[src/rtl/bit_index_decoder.sv]
// Expands a WIDTH-bit mask into a stream of per-bit index beats, lowest bit first.
// Define BIT_INDEX_DECODER_MSB_FIRST_EN to emit the highest set bit first instead.
module bit_index_decoder #(
    parameter int WIDTH = 16
) (
    input  logic                       clk_i,
    input  logic                       srst_n_i,
    input  logic [WIDTH-1:0]           data_i,
    input  logic                       data_val_i,
    output logic                       data_ready_o,
    output logic [$clog2(WIDTH)-1:0]   idx_o,
    output logic [WIDTH-1:0]           idx_onehot_o,
    output logic                       idx_val_o,
    output logic                       idx_last_o,
    output logic                       idx_empty_o,
    input  logic                       idx_ready_i
);

    localparam int IDX_W = $clog2(WIDTH);

    typedef enum logic [0:0] {
        IDLE = 1'b0,
        BUSY = 1'b1
    } state_t;

    state_t             state;
    logic [WIDTH-1:0]   rem;
    logic               empty;
    logic [WIDTH-1:0]   pick;
    logic [IDX_W-1:0]   pick_idx;
    logic               at_most_one;
    logic               busy;

    // Select the bit to emit this beat; zero when rem is empty.
    always_comb begin
`ifdef BIT_INDEX_DECODER_MSB_FIRST_EN
        pick = '0;
        for (int i = 0; i < WIDTH; i++) begin
            if (rem[i]) begin
                pick = WIDTH'(1) << i;
            end
        end
`else
        pick = rem & (~rem + WIDTH'(1));
`endif
    end

    always_comb begin
        pick_idx = '0;
        for (int i = 0; i < WIDTH; i++) begin
            if (pick[i]) begin
                pick_idx = pick_idx | IDX_W'(i);
            end
        end
    end

    assign at_most_one = ((rem & (rem - WIDTH'(1))) == '0);
    assign busy        = (state == BUSY);

    assign data_ready_o = !busy;
    assign idx_val_o    = busy;
    assign idx_last_o   = busy && at_most_one;
    assign idx_empty_o  = busy && empty;
    assign idx_onehot_o = busy ? pick : '0;
    assign idx_o        = busy ? pick_idx : '0;

    // Capture a mask in IDLE, then retire one set bit per accepted beat.
    always_ff @(posedge clk_i) begin
        if (!srst_n_i) begin
            state <= IDLE;
            rem   <= '0;
            empty <= 1'b0;
        end else begin
            case (state)
                IDLE: begin
                    if (data_val_i) begin
                        rem   <= data_i;
                        empty <= (data_i == '0);
                        state <= BUSY;
                    end
                end
                BUSY: begin
                    if (idx_ready_i) begin
                        rem <= rem & ~pick;
                        if (at_most_one) begin
                            empty <= 1'b0;
                            state <= IDLE;
                        end
                    end
                end
                default: state <= IDLE;
            endcase
        end
    end

endmodule

[config.mk]
export PLATFORM = sky130hd
export DESIGN_NAME = bit_index_decoder
export DESIGN_NICKNAME = d
export VERILOG_FILES = /design/src/rtl/bit_index_decoder.sv
export SDC_FILE = /design/constraint.sdc
export NUM_CORES = 1
export LEC_CHECK = 0
export ABC_AREA = 0
export CORE_UTILIZATION = 47
export DETAILED_ROUTE_END_ITERATION = 7
export GPL_ROUTABILITY_DRIVEN = 1
export PLACE_DENSITY = 0.78
export SYNTH_ARGS = -nofsm -noshare
export SYNTH_HDL_FRONTEND = slang
export SYNTH_SLANG_ARGS = --single-unit
[constraint.sdc]
create_clock -name clk_i -period 3.1 [get_ports clk_i]
set_input_delay 0.62 -clock clk_i [delete_from_list [all_inputs] [get_ports clk_i]]
set_output_delay 0.62 -clock clk_i [all_outputs]
set_load 0.01 [all_outputs]
; ---- After elaboration in Yosys (flattened, before gate mapping)
; Cells that the tools add are included.
[op_classes]
add_sub_neg = 2
eq_ne = 3
muxes = 28
bitwise = 6
n_reduce_logical = 7
[ops]
columns = operator, n
row1 = $and 16x16->16, 3
row2 = $mux 16, 3
row3 = $mux 4, 9
row4 = $logic_not 16->1, 2
row5 = $not 16->16, 2
row6 = $pmux 16 s2, 1
row7 = $add 16x1->16 const B, 1
row8 = $sub 16x1->16 const B, 1
row9 = $mux 3, 4
row10 = $mux 1, 7
row11 = $mux 2, 2
row12 = $ne 2x2->1 const B, 2
row13 = $pmux 1 s2, 2
row14 = $reduce_and 3->1, 1
row15 = $logic_and 1x1->1, 2
row16 = $ne 2x1->1 const B, 1
row17 = $reduce_and 2->1, 1
row18 = $logic_not 1->1, 1
row19 = $not 1->1, 1
[word_totals]
register_bits = 18
inputBits = 20
output_inout_bits = 24
wordCells = 49

; ---- Depth between registers and ports, before layout
[logic_depth]
depth_word = 19
mapped_depth = 8
ltp_nobuf = 5

; ---- Worst setup path before layout
; Ideal clock, no wire load.
[synth_path]
kind = reg2out
from = reg rem[1]
to = out idx_last_o
t_arrival_ns = 1.891
required_time_ns = 2.480
setup_slack_ns = 0.589
path_stages_with_launch = 8
n_path_buf = 3
path_cell_list = dfxtp_1 > buf_6 > or4_4 > buf_6 > buf_6 > o41ai_2 > nand3_1 > nor3_1
[synth_via]
elab_chain_cells = 4
[synth_rtl]
columns = item, line_no
row1 = "start, declared", 27  ; logic [WIDTH-1:0] rem;
row2 = "start signal, assigned", 77  ; rem <= data_i;
row3 = "start signal, assigned", 84  ; rem <= rem & ~pick;
row4 = $sub 16x1->16, 57  ; assign at_most_one = ((rem & (rem - WIDTH'(1))) == '0);
row5 = $and 16x16->16 *, 57
row6 = $logic_not 16->1 *, 57
row7 = $logic_and 1x1->1 *, 62  ; assign idx_last_o = busy && at_most_one;
row8 = "end, declared", 14  ; output logic idx_last_o,
; Mark *: on every way between the ends. The rest lies on a longest branch, timed or not.

; ---- Worst setup path after layout
[layout_path]
from = reg rem[2]
to = out idx_o[1]
[layout_via]
elab_chain_cells = 18
[layout_rtl]
columns = item, line_no
row1 = $not 16->16, 44  ; pick = rem & (~rem + WIDTH'(1));
row2 = $add 16x1->16, 44
row3 = $and 16x16->16 *, 44
row4 = $mux 2 (2 in series), 51  ; if (pick[i]) begin
row5 = $mux 3 (4 in series), 51
row6 = $mux 4 (7 in series), 51
row7 = $mux 4 *, 51
row8 = $mux 4 *, 65  ; assign idx_o = busy ? pick_idx : '0;
row9 = "end, declared", 11  ; output logic [$clog2(WIDTH)-1:0] idx_o,
; Marks and branches as above.

==> flow_summary.ini <==
[run_status]
status = finished with violations
violations = design-rule violations, negative setup slack

[synthesis]
syn_avg_cell_area_um2 = 7.42
ys.warnings.count = 0
synth_enable_flop_cells = 0
post-synth-top-area-fraction_pct = 25.2
ys_dominant_reg_cell = sky130_fd_sc_hd__dfxtp_1
synthesis.nets = 213
yosys.cell_types.count = 44
async_reset_ff_share_pct = 0
proportion_of_synthesized_chip_area_in_sequential_cells_pct = 25.2
mappedNetlistArea_um2 = 1430
yosys_register_bits = 18
synth_area_leaders = sky130_fd_sc_hd__dfxtp_1, sky130_fd_sc_hd__nand2_1, sky130_fd_sc_hd__a21boi_0, sky130_fd_sc_hd__nor2_1, sky130_fd_sc_hd__o21ai_0
synth_area_leader_cell = sky130_fd_sc_hd__dfxtp_1
netlist_instances = 193

[floorplanning]
io_pins = 44
die_area_um2 = 3270
fp.dieH_um = 57.2
die-width_um = 57.2
initial_core_util_pct = 50.6
core-area_um2 = 2830
std_cell_rows = 19

[min_path]
whs_path_depth = 2
timing.hold.worst.start = empty$_SDFFE_PN0P_
min_delay_worst_endpoint = empty$_SDFFE_PN0P_
min_path_type = reg -> reg

[placement]
dpl_cell_area_um2 = 1930
half_perimeter_wire_length_of_the_detailed_placement_result_mm = 3.43
post-place-ws_ns = 0.108
routabilityCongestion = 0.907
port_buf_inserts = 43

[critical_path]
worst-path-max-fanout = 9
worst-r2r-setup-slack_ns = 0.75
critical_path.cell_chain = or4_4 -> nor2_2 -> nand2_2 -> o211ai_2 -> o21a_1 -> clkdlybuf4s50_1
critical_path.slowest_cell = sky130_fd_sc_hd__or4_4
critPathCaptureType = output pin
cp_slowest_stage_delay_ns = 0.60
cp.required_ns = 2.48
reg2reg_depth = 6
cp.arrival_ns = 2.52
crit-reg2reg-capture = idx_val_o$_SDFF_PN0_
critPathKind = reg -> out
worstSetupStartpointType = register
worstReg2RegStart = rem[2]$_SDFFE_PN0P_

[clock_tree]
number_of_clock_sinks = 18
cts_max_path_buffers = 2
postCtsHoldBufs = 0
cts-root-buf = sky130_fd_sc_hd__clkbuf_4
clock_insertion_delay_worst_skew_ns = 0.29
cts-htree-levels = 1
cts-buffers-inserted = 3
tritoncts = done
worst_setup_hold_path_clk_slew_ns = 0.10

[final_layout]
final_design_area_no_fill_um2 = 2070
antenna-diode-count = 0
area_delta_synth_final_pct = 44.3
number_of_filler_cells_placed_in_the_layout = 230
layout.nets = 263
layout-drive-gt1-share_pct = 19.4

[timing]
final.setup.tns_ns = -0.0384
grt_setup_unrepaired = yes
tightest_slew_ns = 0.568
final_hold_viol_count = 0
timing.final.crit_share_pct = 101
count_of_endpoints_failing_setup_in_the_final_report = 1
finalWorstSetupSlack_ns = -0.0384
min_period_ns = 3.14
maxClockFrequency_ghz = 0.319
drv_slew = 0
worst_clock_skew_ns = 0.00526
normalized_max_slew_margin_pct = 62.0

[detailed_routing]
wl_per_cell_um = 17.1
drt_drc_violations_left = 5
antenna_left = 0
wirelength_mm = 4.66
drt_iter0_drc = 135
count_of_vias_placed_by_the_detailed_router = 1733
drt_pre_antenna_iters = 6
detail_route.vias_per_cell = 6.35

[global_route]
vias_in_the_first_global_route = 1625
grt_pass1_wl_mm = 7.45
grt_overflow_total = 0
initial_antenna_violation_count = 0
grt.total_usage_pct = 28.7
grt_start_max_net_pins = 23

[power_and_ir_drop]
leak_nw = 0.840
cellPowerDensity_nw_per_um2 = 368
max-vdd-ir-drop_mv = 0.251

[flow_run]
max_cap_violations = 0
==> state kept, by name, indices dropped and copies added (netlist names) <==
| signal | count |
|---|---|
| rem | 16 |
| idx_val_o | 1 |
| empty | 1 |
==> final cells by class <==
cell class	count	area, um^2	area share [%]
clock buffers	4	36.3	1.76
inverters	4	15.0	0.727
multi-input cells	154	1040	50.3
flip-flops and latches	18	364	17.6
well taps	31	38.8	1.88
repair buffers	62	572	27.7
==> per-layer routing <==
layer / GRT usage, % / vias to the layer above / part of all wire (%)
li1: - / 826 / -
met1: 40.6 / 813 / 44
met2: 44.9 / 85 / 48
met3: 3.17 / 9 / 6.1
met4: 11.1 / 0 / 1.3
met5: 0 / - / 0
==> critical path: cells and delay by family, from the launching register on <==
family / cells / cell delay [ns]
AOI/OAI and AO/OA: 2 / 0.37
and+or+nand+nor: 3 / 0.94
DFF: 1 / 0.39
buffers and inverters: 1 / 0.53
==> placed cells by master (no fill, tap or decap), types with 5 or more instances in the layout <==
cell type                         netlist  routed
sky130_fd_sc_hd__nor3_1                 8       6
sky130_fd_sc_hd__a21oi_1                8       8
sky130_fd_sc_hd__nor2b_1                6       6
sky130_fd_sc_hd__clkdlybuf4s50_1        0      36
sky130_fd_sc_hd__nand2_1               24      22
sky130_fd_sc_hd__o21ai_0               11      11
sky130_fd_sc_hd__nor4_1                 8       7
sky130_fd_sc_hd__a21boi_0               9       9
sky130_fd_sc_hd__a22oi_1                6       6
sky130_fd_sc_hd__dfxtp_1               18      17
sky130_fd_sc_hd__and3_1                 5       5
sky130_fd_sc_hd__nor2_1                16      15
sky130_fd_sc_hd__buf_4                  0      18
==> logic make-up (layout without fill, tap and decap cells) <==
| logic type | after synthesis | count (layout) | synth area share [%] |
|---|---|---|---|
| flops | 18 | 18 | 25.2 |
| simple gates | 94 | 94 | 35.5 |
| buf+inv | 21 | 70 | 7.17 |
| fa+ha+maj | 2 | 2 | 1.40 |
| compound gates | 58 | 58 | 30.8 |
==> Yosys cell counts, types with 4 or more instances <==
| master | instances |
|---|---|
| sky130_fd_sc_hd__nand2_1 | 24 |
| sky130_fd_sc_hd__dfxtp_1 | 18 |
| sky130_fd_sc_hd__nor2_1 | 16 |
| sky130_fd_sc_hd__clkbuf_1 | 13 |
| sky130_fd_sc_hd__o21ai_0 | 11 |
| sky130_fd_sc_hd__a21boi_0 | 9 |
| sky130_fd_sc_hd__a21oi_1 | 8 |
| sky130_fd_sc_hd__nor3_1 | 8 |
| sky130_fd_sc_hd__nor4_1 | 8 |
| sky130_fd_sc_hd__a22oi_1 | 6 |
| sky130_fd_sc_hd__nor2b_1 | 6 |
| sky130_fd_sc_hd__and3_1 | 5 |
| sky130_fd_sc_hd__or4_1 | 5 |
| sky130_fd_sc_hd__inv_1 | 4 |
| sky130_fd_sc_hd__nand3_1 | 4 |
| sky130_fd_sc_hd__o211ai_1 | 4 |
==> worst max path at each step <==
stage | start | endpoint | slack, ns
finish | rem[2]$_SDFFE_PN0P_ | idx_o[1] | -0.04
global route | rem[2]$_SDFFE_PN0P_ | idx_o[1] | -0.11
CTS | rem[2]$_SDFFE_PN0P_ | idx_o[1] | -0.15
detailed placement | rem[2]$_SDFFE_PN0P_ | idx_last_o | 0.11
global placement | rem[2]$_SDFFE_PN0P_ | idx_last_o | 0.12
floorplan | rem[1]$_SDFFE_PN0P_ | idx_last_o | 0.59
==> through the flow <==
step           power (W)  hold WS, ns  instances  utilization, %
2_1_floorplan   0.000456        0.439        193               -
3_3_place_gp    0.000563        0.454        265            68.1
3_5_place_dp    0.000567        0.462        265            68.1
4_1_cts         0.000726        0.474        271            70.9
5_1_grt         0.000801        0.504        273            73.0
6_report        0.000760        0.468        273            73.0
==> power by group <==
group / switching, W / internal (W) / leakage (nW)
combinational: 0.000194 / 0.000161 / 0.671
sequential: 0.0000161 / 0.000245 / 0.148
clock: 0.0000716 / 0.0000716 / 0.0210
total: 0.000282 / 0.000478 / 0.840
==> repair_timing <==
action	4_1_cts	5_1_grt
setup endpoints to repair	8	12
gates resized for setup	13	15
pin swaps	1	1
cloned	0	0
buffers inserted	2	2
No activity file was read; power rests on OpenSTA's default activity.
